<file path="config.mk">
export PLATFORM = sky130hd
export DESIGN_NAME = mas_alu_issue_queue
export DESIGN_NICKNAME = d
export VERILOG_FILES = /design/src/rtl/mas_alu_issue_queue.sv
export SDC_FILE = /design/constraint.sdc
export NUM_CORES = 1
export LEC_CHECK = 0
export CAP_MARGIN = 20
export CORE_AREA = 2 2 173 192
export DETAILED_ROUTE_END_ITERATION = 7
export DIE_AREA = 0 0 175 194
export MAX_ROUTING_LAYER = met4
export PLACE_DENSITY_LB_ADDON = 0.05
export SLEW_MARGIN = 20
export SYNTH_ARGS = -nofsm -noshare
export SYNTH_HDL_FRONTEND = slang
export SYNTH_SLANG_ARGS = --single-unit
</file>
<file path="constraint.sdc">
create_clock -name clk -period 4.1 [get_ports clk]
set_clock_uncertainty 0.2 [all_clocks]
set_input_delay 0.82 -clock clk [delete_from_list [all_inputs] [get_ports clk]]
set_output_delay 0.82 -clock clk [all_outputs]
set_load 0.01 [all_outputs]
</file>
<file path="src/rtl/mas_alu_issue_queue.sv">
// mas_alu_issue_queue: in-order command FIFO and single-outstanding issuer for
// mas_alu_top. Commands wait in a small FIFO, go to the ALU one at a time on a
// req/ready handshake, and each result (or a timeout marker) is presented on a
// valid/ready output port before the next command is issued.
module mas_alu_issue_queue #(
   parameter int MAS_BLEN = 32,
   parameter int CMD_W    = 3,
   parameter int DEPTH    = 4,
   parameter int TIMEOUT  = 16
) (
   input  logic                         clk,
   input  logic                         rst,
   input  logic                         in_valid,
   output logic                         in_ready,
   input  logic [CMD_W-1:0]             in_cmd,
   input  logic [MAS_BLEN-1:0]          in_op1,
   input  logic [MAS_BLEN-1:0]          in_op2,
   output logic                         mas_alu_req,
   output logic [CMD_W-1:0]             mas_alu_cmd,
   output logic [MAS_BLEN-1:0]          mas_alu_op1,
   output logic [MAS_BLEN-1:0]          mas_alu_op2,
   input  logic                         mas_alu_ready,
   input  logic [MAS_BLEN-1:0]          mas_alu_res,
   output logic                         out_valid,
   input  logic                         out_ready,
   output logic [MAS_BLEN-1:0]          out_res,
   output logic [CMD_W-1:0]             out_cmd,
   output logic                         out_timeout,
   output logic [$clog2(DEPTH+1)-1:0]   q_count
);

   localparam int PTR_W = $clog2(DEPTH);
   localparam int CNT_W = $clog2(DEPTH+1);
   localparam int TMR_W = $clog2(TIMEOUT);
   localparam int ENT_W = CMD_W + 2*MAS_BLEN;

   typedef enum logic [1:0] {
      IDLE = 2'd0,
      REQ  = 2'd1,
      RESP = 2'd2
   } state_t;

   // FIFO storage: plain array so it can map onto distributed/block RAM.
   logic [ENT_W-1:0]     mem_reg [DEPTH];
   logic [PTR_W-1:0]     wr_ptr_reg;
   logic [PTR_W-1:0]     rd_ptr_reg;
   logic [CNT_W-1:0]     count_reg;

   state_t               state_reg, state_next;
   logic [TMR_W-1:0]     timer_reg, timer_next;

   // Command currently owned by the issuer; drives the ALU directly.
   logic [CMD_W-1:0]     cmd_reg;
   logic [MAS_BLEN-1:0]  op1_reg;
   logic [MAS_BLEN-1:0]  op2_reg;

   logic                 out_valid_reg, out_valid_next;
   logic [MAS_BLEN-1:0]  out_res_reg;
   logic [CMD_W-1:0]     out_cmd_reg;
   logic                 out_timeout_reg;

   logic                 push;
   logic                 pop;
   logic                 capture_res;
   logic                 capture_to;

   // Acceptance looks at occupancy only, so a full FIFO refuses even while popping.
   assign in_ready = (count_reg < CNT_W'(DEPTH));
   assign push     = in_valid && in_ready;
   assign pop      = (state_reg == IDLE) && (count_reg != '0);

   assign mas_alu_req = (state_reg == REQ);
   assign mas_alu_cmd = cmd_reg;
   assign mas_alu_op1 = op1_reg;
   assign mas_alu_op2 = op2_reg;
   assign out_valid   = out_valid_reg;
   assign out_res     = out_res_reg;
   assign out_cmd     = out_cmd_reg;
   assign out_timeout = out_timeout_reg;
   assign q_count     = count_reg;

   // Write side of the FIFO storage (no reset needed on the data itself).
   always_ff @(posedge clk) begin
      if (push) begin
         mem_reg[wr_ptr_reg] <= {in_cmd, in_op1, in_op2};
      end
   end

   // FIFO pointers and occupancy; pointers wrap naturally since DEPTH is a power of 2.
   always_ff @(posedge clk or posedge rst) begin
      if (rst) begin
         wr_ptr_reg <= '0;
         rd_ptr_reg <= '0;
         count_reg  <= '0;
      end else begin
         if (push) begin
            wr_ptr_reg <= wr_ptr_reg + PTR_W'(1);
         end
         if (pop) begin
            rd_ptr_reg <= rd_ptr_reg + PTR_W'(1);
         end
         case ({push, pop})
            2'b10:   count_reg <= count_reg + CNT_W'(1);
            2'b01:   count_reg <= count_reg - CNT_W'(1);
            default: count_reg <= count_reg;
         endcase
      end
   end

   // Issue FSM next-state: the timer gates out a stale ready left over from the previous op.
   always_comb begin
      state_next     = state_reg;
      timer_next     = timer_reg;
      out_valid_next = out_valid_reg;
      capture_res    = 1'b0;
      capture_to     = 1'b0;
      case (state_reg)
         IDLE: begin
            if (count_reg != '0) begin
               state_next = REQ;
               timer_next = '0;
            end
         end
         REQ: begin
            timer_next = timer_reg + TMR_W'(1);
            if ((timer_reg != '0) && mas_alu_ready) begin
               capture_res    = 1'b1;
               out_valid_next = 1'b1;
               state_next     = RESP;
            end else if (timer_reg == TMR_W'(TIMEOUT-1)) begin
               capture_to     = 1'b1;
               out_valid_next = 1'b1;
               state_next     = RESP;
            end
         end
         RESP: begin
            if (out_ready) begin
               out_valid_next = 1'b0;
               state_next     = IDLE;
            end
         end
         default: begin
            state_next = IDLE;
         end
      endcase
   end

   // FSM state, issued-command registers and result capture.
   always_ff @(posedge clk or posedge rst) begin
      if (rst) begin
         state_reg       <= IDLE;
         timer_reg       <= '0;
         cmd_reg         <= '0;
         op1_reg         <= '0;
         op2_reg         <= '0;
         out_valid_reg   <= 1'b0;
         out_res_reg     <= '0;
         out_cmd_reg     <= '0;
         out_timeout_reg <= 1'b0;
      end else begin
         state_reg     <= state_next;
         timer_reg     <= timer_next;
         out_valid_reg <= out_valid_next;
         if (pop) begin
            {cmd_reg, op1_reg, op2_reg} <= mem_reg[rd_ptr_reg];
         end
         if (capture_res) begin
            out_res_reg     <= mas_alu_res;
            out_cmd_reg     <= cmd_reg;
            out_timeout_reg <= 1'b0;
         end else if (capture_to) begin
            out_res_reg     <= '0;
            out_cmd_reg     <= cmd_reg;
            out_timeout_reg <= 1'b1;
         end
      end
   end

endmodule

</file>
# Word-level counts from Yosys, hierarchy flattened

Memory sizes are Yosys's and may differ from the RTL's. A register that Yosys moved wholly into a read port is not among the register bits.
Cells that the tools add are included.
Widths: inputs -> output; s select.

Register bits: 50
Bits in latches: 0
RAM bits: 268
ROM bits: 0
Input port bits: 104
Output and inout port bits: 109
Logic and storage cells: 62
Memories: 1

Memory list:

| name    | depth | width | read ports | clocked after memory_dff | wr ports | line | source |
|---|---|---|---|---|---|---|---|
| mem_reg | 4     | 67    | 1          | 1                        | 1        | 44   | `logic [ENT_W-1:0] mem_reg [DEPTH];` |

Add/subtract/negate cells: 5
Multiply operators: 0
Divide/modulo/power cells: 0
Order comparisons: 1
Equal/unequal tests: 8
Shift operators: 0
Multiplexer cells: 25
Bitwise logic cells: 0
Reductions and logical operators: 13

Operator list:

| kind                | number |
|---|---|
| $mux 32             | 2 |
| $mux 1              | 12 |
| $mux 2              | 4 |
| $pmux 4 s2          | 1 |
| $reduce_bool 2->1   | 4 |
| $mux 3              | 2 |
| $pmux 2 s3          | 1 |
| $pmux 3 s2          | 1 |
| $reduce_and 3->1    | 2 |
| $add 2x1->2 const B | 2 |
| $add 4x1->4 const B | 1 |
| $eq 2x1->1 const B  | 2 |
| $eq 2x2->1 const B  | 2 |
| $eq 4x4->1 const B  | 1 |
| $mux 4              | 1 |
| $reduce_bool 4->1   | 1 |
| $add 3x1->3 const B | 1 |
| $logic_and 1x1->1   | 3 |
| $lt 3x3->1 const B  | 1 |
| $ne 3x1->1 const B  | 1 |
| $reduce_bool 3->1   | 1 |
| $sub 3x1->3 const B | 1 |
| $logic_not 2->1     | 1 |
| $ne 2x1->1 const B  | 1 |
| other kinds (3)     | 3 |

# Longest topological paths before layout

Gate-level depths: netlist (run 1).

Depth in word-level cells: 6
Mapped depth: 11
Mapped depth without buffers: 9

# Least setup slack after synthesis (run 1)

No wires, ideal clock.

Path kind: input-to-reg
Start point: input in_valid
End point: memory mem_reg[0][0] (netlist name), enable pin
Library setup time: 0.432 ns
Arrival time: 2.764 ns
Required time: 3.468 ns
Path slack: 0.704 ns
Cell stages on the path: 3
Buffers on the path: 1
Path through: nor2b_1 -> clkbuf_1 -> and2_1

Longest elaborated chain between the ends: 3

Ends and longest elaborated chain:

| what                         | line | source |
|---|---|---|
| from (decl)                  | 13   | `input logic in_valid,` |
| $logic_and 1x1->1            | 69   | `assign push = in_valid && in_ready;` |
| $mux 1                       | 84   | `if (push) begin` |
| $mux 1 (not written as such) | 85   | `mem_reg[wr_ptr_reg] <= {in_cmd, in_op1, in_op2};` |
| to (decl)                    | 44   |  |

No other way between the ends.

# Final worst setup path (run 1)

Start point: register state_reg[1]
End point: output mas_alu_req

Longest elaborated chain between the ends: 1

Ends and longest elaborated chain:

| what                   | line | source |
|---|---|---|
| from (decl)            | 49   | `state_t state_reg, state_next;` |
| from (signal assigned) | 161  | `state_reg <= state_next;` |
| $eq 2x1->1             | 72   | `assign mas_alu_req = (state_reg == REQ);` |
| to (decl)              | 18   | `output logic mas_alu_req,` |

No other way between the ends.

==> results of run 1 <==
per-layer routing:
layer	global-route usage [%]	part of all wire, %	vias to the layer above
met5	-	0	-
met3	3.59	5.3	40
met4	3.98	1.5	0
met2	30.1	49	207
li1	-	-	3439
met1	24.4	44	3796
worst max path at each step:
| stage | start | depth (start not counted) | slack, ns | end |
|---|---|---|---|---|
| after floorplan | in_valid | 3 | 0.70 | mem_reg[0][0] |
| after global placement | in_valid | 5 | 1.16 | mem_reg[2][19] |
| after detailed placement | in_valid | 5 | 1.18 | mem_reg[2][19] |
| after CTS | state_reg[1] | 3 | 1.13 | mas_alu_req |
| after global routing | state_reg[1] | 3 | 1.06 | mas_alu_req |
| final | state_reg[1] | 3 | 1.14 | mas_alu_req |
cell families (layout without fill, tap and decap cells):
kind of cell               count (synthesis)  count (layout)  synth area share, %
xor gates and xnor gates                   6               6                0.370
DFF                                      385             385                 77.3
buffers and inverters                     52             322                 1.76
other                                      0               1                    0
adders and majority gates                  8               8                0.758
and+or+nand+nor                          229             229                 6.41
AOI/OAI and AO/OA                         45              45                 2.55
muxes                                     70              70                 10.9
worst register-to-register path, cell delays in order (launching register included):
cell and delay (ns):
dfrtp_1 0.41, nor3_1 0.27, or3_4 0.19, clkinv_2 0.49, ha_1 0.47, inv_1 0.08, fa_1 0.40, o21ai_0 0.16
cell usage after synthesis:
| cell type | count |
|---|---|
| or3b_1 | 1 |
| mux4_2 | 67 |
| a31oi_1 | 1 |
| and2_1 | 4 |
| a22o_1 | 32 |
| xnor2_1 | 5 |
| ha_1 | 7 |
| buf_2 | 14 |
| nor2b_1 | 1 |
| o31ai_1 | 1 |
| dfrtp_1 | 117 |
| a311oi_1 | 1 |
| inv_2 | 2 |
| and3_1 | 1 |
| nor2_1 | 6 |
| mux2_2 | 3 |
| or3_1 | 1 |
| a21oi_1 | 3 |
| nand3_1 | 2 |
| buf_1 | 3 |
| buf_6 | 4 |
| clkbuf_1 | 16 |
| nor2_8 | 1 |
| inv_1 | 11 |
| a31o_2 | 1 |
| xor2_1 | 1 |
| o21ai_0 | 4 |
| nor3_1 | 1 |
| o21a_1 | 1 |
| buf_4 | 2 |
| edfxtp_1 | 268 |
| a211o_1 | 1 |
| nand2b_1 | 1 |
| nand2_1 | 209 |
| fa_1 | 1 |
| nor3_2 | 1 |
report_power, final:
group / switching [µW] / total, µW / leakage, µW / internal (µW)
registers: 615 / 5780 / 0.00388 / 5160
logic: 2060 / 4290 / 0.00234 / 2230
clock network: 1450 / 3570 / 0.000651 / 2120
area by class of cell:
| class | count | area [µm²] | area share (%) |
|---|---|---|---|
| flip-flops and latches | 385 | 11000 | 60.2 |
| multi-input cells | 358 | 2990 | 16.4 |
| repair buffers | 233 | 2350 | 12.9 |
| clock buffers | 60 | 1210 | 6.63 |
| well taps | 426 | 533 | 2.92 |
| clock inverters | 16 | 118 | 0.645 |
| inverters | 13 | 53.8 | 0.295 |
| diodes | 1 | 2.50 | 0.0137 |
layout by cell type, fill, tap and decap left out, types with 8 or more instances in the layout:
| cell | count |
|---|---|
| a22o_1 | 32 |
| buf_4 | 15 |
| clkbuf_1 | 10 |
| clkbuf_16 | 43 |
| clkdlybuf4s50_1 | 212 |
| clkinv_2 | 8 |
| dfrtp_1 | 115 |
| edfxtp_1 | 268 |
| inv_1 | 10 |
| mux4_2 | 67 |
| nand2_1 | 209 |
stage by stage:
stage	setup slack, ns	utilization (%)
after floorplan	0.704	-
after global placement	1.16	52.8
after CTS	1.13	57.0
after detailed placement	1.18	52.8
final	1.14	57.0
after global routing	1.06	57.0
==> key figures, run 1 <==
STA
  – Relative slew slack: between 20% and 30%
  – Final worst path period share: between 70% and 80%
  – Setup Viol. Count Final: 0
  – Hold WS: roughly 0.27 ns
  – Crit path time final: between 2 and 3 ns
  – Max Clk Rate: around 0.34 GHz
  – Unrepaired setup endpoints after global routing: false
  – Fin. max-slew vios: 0
  – Worst-margin pin slew: 1.05 ns
  – Fin. Hold Viols: 0
  – Setup_tns: 0 ns

Detailed routing
  – Number of detailed-route iterations in the first pass: 6
  – Routed wire length: between 20000 and 30000 µm
  – Routed vias: 7482
  – Drt drc: 0
  – Antenna Nets Post-Route: 0
  – Avg WL per Cell: just under 20 µm
  – Drt initial violations: a little over 400
  – Post-DR vias/cell: about 5

Hold path
  – HP Start: mas_alu_op1[19]
  – Min-delay worst type: reg -> reg
  – WHS Path Cells: 2
  – WHS Endpoint: mas_alu_op1[19]

CTS
  – Worst skew pair latency: 0.53 ns
  – CTS tree: done
  – Post-CTS resize count: 0
  – CTS max path bufs: 3
  – CTS Buf Count: 41
  – Post-CTS Setup Inserts: 0
  – CTS H-tree lvls: 2
  – Worst-path clk slew: around 0.06 ns
  – Cts-stage hold buffer count: 0
  – Clock sink count: 385
  – Clock Tree Root: clkbuf_16

Cells and area
  – Layout fillers: around 2500
  – Number of flip-flops in the largest register: ~270
  – Layout area overhead: 28.5%
  – Post-Layout Cell Count: about 1500
  – Fraction of layout cells with a size suffix above 1: between 10% and 20%
  – Fin area: ~18000 µm²
  – Nets: about 1100

Power
  – Leak Pwr: 0.00687 µW
  – Maximum vdd drop: 0.000393 V
  – Cell Pwr Density: between 700 and 800 nW/µm²
  – Power, Total: roughly 14000 µW

Floorplanning
  – DIE AREA: between 30000 and 40000 µm²
  – Core Rows: just under 70
  – Die width: roughly 180 µm
  – Initial Util: 44.3%
  – Height of the die: 194 µm
  – IO Pins: 213
  – Core region area: around 32000 µm²

Synth
  – Flop and latch count out of synthesis: slightly below 400
  – Synth area leaders: edfxtp_1, dfrtp_1, mux4_2, nand2_1, a22o_1
  – Yosys cell types: 36
  – Synth area leader: edfxtp_1
  – Top-area cell type share of the netlist area: a little under three fifths
  – Avg Inst Size Synth: 17.9 µm²
  – Synth Instances: between 700 and 800
  – Synth warn: 0
  – Syn nets: between 900 and 1000
  – Synth Cell Area: 14200 µm²
  – Register area share after synthesis: between 70% and 80%

Setup path
  – Delay-heaviest family, CP: buffers and inverters
  – Critical Path Fanout Max: 8
  – R2R Path Start: q_count[0]
  – R2R setup slack: 1.35 ns
  – Slowest CP cell: clkdlybuf4s50_1
  – Largest stage delay, worst path: roughly 0.58 ns
  – Worst R2R End: q_count[1]
  – Kind of critical path: reg -> out
  – Crit path buffers/inverters: 2
  – R2R cell count: 7
  – Crit path cell chain: nand2b_1, inv_2, clkdlybuf4s50_1
  – CP startpoint kind: flop
  – Critical path required time: approximately 3.1 ns
  – CP Capture Type: primary output
  – Critical Path AT: roughly 1.9 ns

GRT
  – Initial antenna violation count: 1
  – Grt ovf: 0
  – Largest net degree at the start of global routing: 70
  – First-pass GRT wire length: 47000 µm
  – Gr usage total: a little under a fifth
  – Number of global-route vias before repair: between 8000 and 9000

Place
  – Detailed placer's ending HPWL: ~18000 µm
  – # port buffers: 212
  – RD Place Congestion: about 0.76
  – Inst Count DP: ~1400
  – Post-DP Area: between 15000 and 20000 µm²

Outcome
  – Status: finished, final reports clean

Run
  – Max-cap viol count: 0
Note: power is estimated with default switching activity, not from simulation.
==> run 2: changes to the inputs <==
Clock period 4.1 ns to 2.74 ns, I/O delays scaled along.
==> key figures, run 2 (synthesis gave the netlist of run 1 again) <==
Power
  – Sw Share: between 30% and 40%
  – Cell Int Power: between 10000 and 15000 µW
  – Cell Pwr Density: 1110 nW/µm²
  – Maximum vdd drop: 0.000628 V
  – Comb power frac: about a third
  – Flop pwr share: 41.4%
  – Sw Pwr: between 6000 and 7000 µW
  – Leak Pwr: about 0.007 µW
  – Clock power frac: 25.4%

Cells and area
  – Number of flip-flops in the largest register: around 270
  – Fraction of layout cells with a size suffix above 1: between 10% and 20%
  – Area of the multi-input gates: roughly 3000 µm²
  – Layout area overhead: 29.4%
  – Layout fillers: between 2000 and 3000
  – Reg area: 11000 µm²
  – Commonest non-fill, non-tap cell in the layout: edfxtp_1
  – Nets: about 1200
  – Post-Layout Cell Count: ~1500
  – Final Core Density: 57.4%
  – Commonest non-fill, non-tap cells in the layout: edfxtp_1, clkdlybuf4s50_1, nand2_1

Setup path
  – R2R Path Start: timer_reg[0]
  – R2R setup slack: 0.41 ns
  – R2R cell count: 6
  – Largest stage delay, worst path: approximately 0.53 ns
  – Critical Path AT: about 1.8 ns
  – CP Capture Type: primary output
  – Critical path required time: between 1.5 and 2 ns
  – Kind of critical path: reg -> out
  – Worst R2R End: out_cmd[0]
  – CP startpoint kind: flop
  – Crit path cell chain: nand2b_1, inv_2, clkdlybuf4s50_1
  – Slowest CP cell: clkdlybuf4s50_1
  – Critical Path Fanout Max: 5

STA
  – Crit path time final: approximately 2.5 ns
  – Max Clk Rate: 0.394 GHz
  – Final worst path period share: between 90% and 100%
  – Relative slew slack: a little under half
  – Setup Viol. Count Final: 0
  – Fin. max-slew vios: 0
  – Hold WS: about 0.27 ns
  – Setup_tns: 0 ns
  – Fin. Hold Viols: 0
  – Unrepaired setup endpoints after global routing: false
  – Worst-margin pin slew: approximately 0.82 ns

Detailed routing
  – Avg WL per Cell: 19.3 µm
  – Drt initial violations: 520
  – Routed wire length: a little under 30000 µm
  – Number of detailed-route iterations in the first pass: 4
  – Post-DR vias/cell: ~5
  – Antenna Nets Post-Route: 0
  – Drt drc: 0
  – Routed vias: ~7500

Hold path
  – WHS Path Cells: 2
  – Min-delay worst type: reg -> reg
  – HP Start: mas_alu_op1[20]
  – WHS Endpoint: mas_alu_op1[20]

Floorplanning
  – Core region area: 32000 µm²
  – Initial Util: 44.3%
  – IO Pins: between 200 and 250
  – Height of the die: 194 µm
  – DIE AREA: about 34000 µm²
  – Core Rows: 69
  – Die width: 175 µm

GRT
  – First-pass GRT wire length: roughly 46000 µm
  – Largest net degree at the start of global routing: roughly 70
  – Initial antenna violation count: 1
  – Number of global-route vias before repair: ~8000
  – Gr usage total: between 10% and 20%
  – Grt ovf: 0

CTS
  – Clock Tree Root: clkbuf_16
  – CTS H-tree lvls: 2
  – Post-CTS resize count: 0
  – Worst skew pair latency: ~0.51 ns
  – Worst-path clk slew: roughly 0.060 ns
  – Clock sink count: 385
  – CTS tree: done
  – CTS max path bufs: 3
  – CTS Buf Count: 41

Run
  – Max-cap viol count: 0

Outcome
  – Status: finished, final reports clean

Place
  – Inst Count DP: 1421
  – RD Place Congestion: between 0.7 and 0.8
  – Detailed placer's ending HPWL: around 18000 µm
  – # port buffers: 212
[run 2: power by group through the flow]
stage	combinational [µW]	sequential, µW	clock, µW
2_1_floorplan	3680	8690	0
3_3_place_gp	6850	8610	0
4_1_cts	6960	8520	5350
6_report	6800	8480	5200
3_5_place_dp	6920	8620	0
5_1_grt	7480	8670	5570
[run 2: timing repair]
action,in CTS,in global routing
setup endpoints to repair,0,1
hold buffers,0,0
setup buffers,0,1
hold endpoints to repair,0,0
[run 2: area by class of cell]
class                      instances  area share [%]
tap                              426            2.90
multi-input combinational        358            16.3
clock inverter                    21           0.729
antenna                            1          0.0136
inverter                          13           0.286
timing repair buffer             240            13.8
sequential                       385            59.8
clock buffer                      55            6.26
[run 2: how the worst max path moves through the flow]
stage	startpoint	to	slack [ns]	cells past startpoint
2_1_floorplan	q_count[0]	q_count[2]	0.18	11
5_1_grt	state_reg[1]	mas_alu_req	0.11	3
6_report	state_reg[1]	mas_alu_req	0.20	3
3_5_place_dp	mas_alu_ready	out_res[29]	0.31	5
4_1_cts	state_reg[1]	mas_alu_req	0.05	3
3_3_place_gp	in_valid	q_count[2]	0.33	9
[run 2: per-layer routing]
metal / global-route usage [%] / vias up / wire [µm]
li1: - / 3450 / -
met1: 24.9 / 3799 / 13100
met2: 27.8 / 223 / 13700
met3: 3.10 / 38 / 1630
met4: 4.57 / 0 / 463
met5: - / - / 0
[run 2: per-stage QoR]
step	setup slack [ns]	total power [µW]	cell area (µm²)
after floorplan	0.183	12400	14200
after global placement	0.330	15500	17100
after detailed placement	0.310	15500	17100
after CTS	0.0534	20800	18400
after global routing	0.114	21700	18400
final	0.199	20500	18400
[run 2: worst max-delay path, delay by kind of cell, from the launching register on]
family,cells,cell delay (ns)
buffers and inverters,2,0.62
flip-flops,1,0.41
AND/OR/NAND/NOR,1,0.25
==> run 3: changes to the inputs <==
Settings changed: REMOVE_ABC_BUFFERS set to 1.
==> key figures, run 3 (synthesis gave the netlist of run 1 again) <==
Outcome
  – Status: finished, final reports clean

Setup path
  – R2R cell count: 6
  – Critical Path AT: ~1.9 ns
  – Kind of critical path: reg -> out
  – CP Capture Type: primary output
  – Critical path required time: approximately 2.0 ns
  – Largest stage delay, worst path: 0.54 ns
  – Crit. Startpoint: state_reg[1]
  – Delay-heaviest family, CP: buffers and inverters
  – Critical Path Fanout Max: 5
  – Crit path buffers/inverters: 2
  – R2R Path Start: timer_reg[0]
  – Worst R2R End: out_cmd[2]
  – CP startpoint kind: flop
  – Slowest CP cell: clkdlybuf4s50_1
  – Crit path cell chain: nand2b_1, inv_2, clkdlybuf4s50_1
  – R2R setup slack: about 0.4 ns

Place
  – RD Place Congestion: approximately 0.75
  – Post-DP Area: ~17000 µm²
  – Detailed placer's ending HPWL: approximately 18000 µm
  – Pre-CTS setup slack: between 0.15 and 0.2 ns
  – # port buffers: about 210
  – Inst Count DP: 1425

Floorplanning
  – Initial Util: approximately 44%
  – IO Pins: around 210
  – Core region area: approximately 32000 µm²
  – Die width: 175 µm
  – Core Rows: 69
  – DIE AREA: about 34000 µm²
  – Height of the die: 194 µm

Hold path
  – Min-delay worst type: in -> async

CTS
  – Clock Tree Root: clkbuf_16
  – CTS H-tree lvls: 2
  – Clock sink count: roughly 390
  – CTS Buf Count: 38
  – CTS max path bufs: 3
  – Worst skew pair latency: 0.52 ns
  – CTS tree: done
  – Cts-stage hold buffer count: 0
  – Worst-path clk slew: approximately 0.060 ns

GRT
  – First-pass GRT wire length: 46000 µm
  – Largest net degree at the start of global routing: 71
  – Number of global-route vias before repair: ~7900
  – Initial antenna violation count: 1
  – Grt ovf: 0
  – Gr usage total: between 10% and 20%

Power
  – Cell Pwr Density: about 1100 nW/µm²
  – Leak Pwr: around 0.0070 µW
  – Maximum vdd drop: between 0.0008 and 0.0009 V

STA
  – Setup Viol. Count Final: 0
  – Hold WS: 0.231 ns
  – Unrepaired setup endpoints after global routing: false
  – Final worst path period share: 95.3%
  – Max Clk Rate: around 0.38 GHz
  – Crit path time final: approximately 2.6 ns
  – Relative slew slack: 42.9%
  – Worst setup margin: roughly 0.13 ns
  – Fin. max-slew vios: 0
  – Fin. Hold Viols: 0
  – Worst-margin pin slew: about 0.86 ns

Cells and area
  – Final Core Density: a little under three fifths
  – Fin area: ~18000 µm²
  – Post-Layout Cell Count: around 1500
  – Commonest non-fill, non-tap cells in the layout: edfxtp_1, clkdlybuf4s50_1, nand2_1
  – Layout area overhead: 29.7%
  – Fraction of layout cells with a size suffix above 1: roughly 16%
  – Area of the multi-input gates: 2990 µm²
  – Layout fillers: around 2500
  – Nets: 1153
  – Number of flip-flops in the largest register: 268
  – Reg area: ~11000 µm²
  – Commonest non-fill, non-tap cell in the layout: edfxtp_1

Detailed routing
  – Drt initial violations: approximately 460
  – Routed vias: approximately 7600
  – Post-DR vias/cell: around 5.1
  – Antenna Nets Post-Route: 0
  – Avg WL per Cell: 19.5 µm
  – Routed wire length: 29200 µm
  – Number of detailed-route iterations in the first pass: 4
  – Drt drc: 0

Run
  – Max-cap viol count: 0
run 3: changes by cell type in the layout (fill, tap and decap cells not counted), moves of 2 or more:
cell / before / now
buf_4: 12 / 16
clkinv_2: 12 / 7
clkbuf_16: 43 / 41
clkinvlp_4: 2 / 0
bufinv_16: 1 / 4
run 3: worst max-delay path by stage:
stage,end,slack [ns],depth (start not counted)
global route,mas_alu_req,0.07,3
global placement,mem_reg[1][24],0.13,5
finish,mas_alu_req,0.13,3
floorplan,mas_alu_cmd[0],-1.11,1
CTS,mas_alu_req,0.04,3
detailed placement,mem_reg[1][24],0.15,5
run 3: stage by stage:
| stage | power, µW | setup TNS [ns] |
|---|---|---|
| after floorplan | 12300 | -313.54 |
| after global placement | 15500 | 0 |
| after detailed placement | 15600 | 0 |
| after CTS | 20900 | 0 |
| after global routing | 21800 | 0 |
| final | 20600 | 0 |
run 3: cell type report:
cell class,count,area share (%)
diodes,1,0.0136
clock buffers,54,6.00
clock inverters,16,0.944
inverters,13,0.292
multi-input cells,358,16.2
flip-flops and latches,385,59.6
well taps,426,2.89
repair buffers,245,14.0
run 3: what timing repair did:
item	4_1_cts	5_1_grt
gates resized for setup	0	0
setup buffers	0	2
endpoints found under the setup margin	0	1
run 3: report_power, final:
part	total, µW	switching [µW]	internal, µW
combinational	6780	3250	3530
clock	5270	2080	3190
sequential	8510	784	7730
total	20600	6110	14400
run 3: routing by layer:
metal,routed length [µm],vias to the layer above,share of wire (%),global-route usage (%)
li1,-,3457,-,-
met1,12800,3845,44,24.0
met2,14400,226,49,29.0
met3,1650,41,5.6,3.57
met4,401,0,1.4,3.70
met5,0,-,0,-
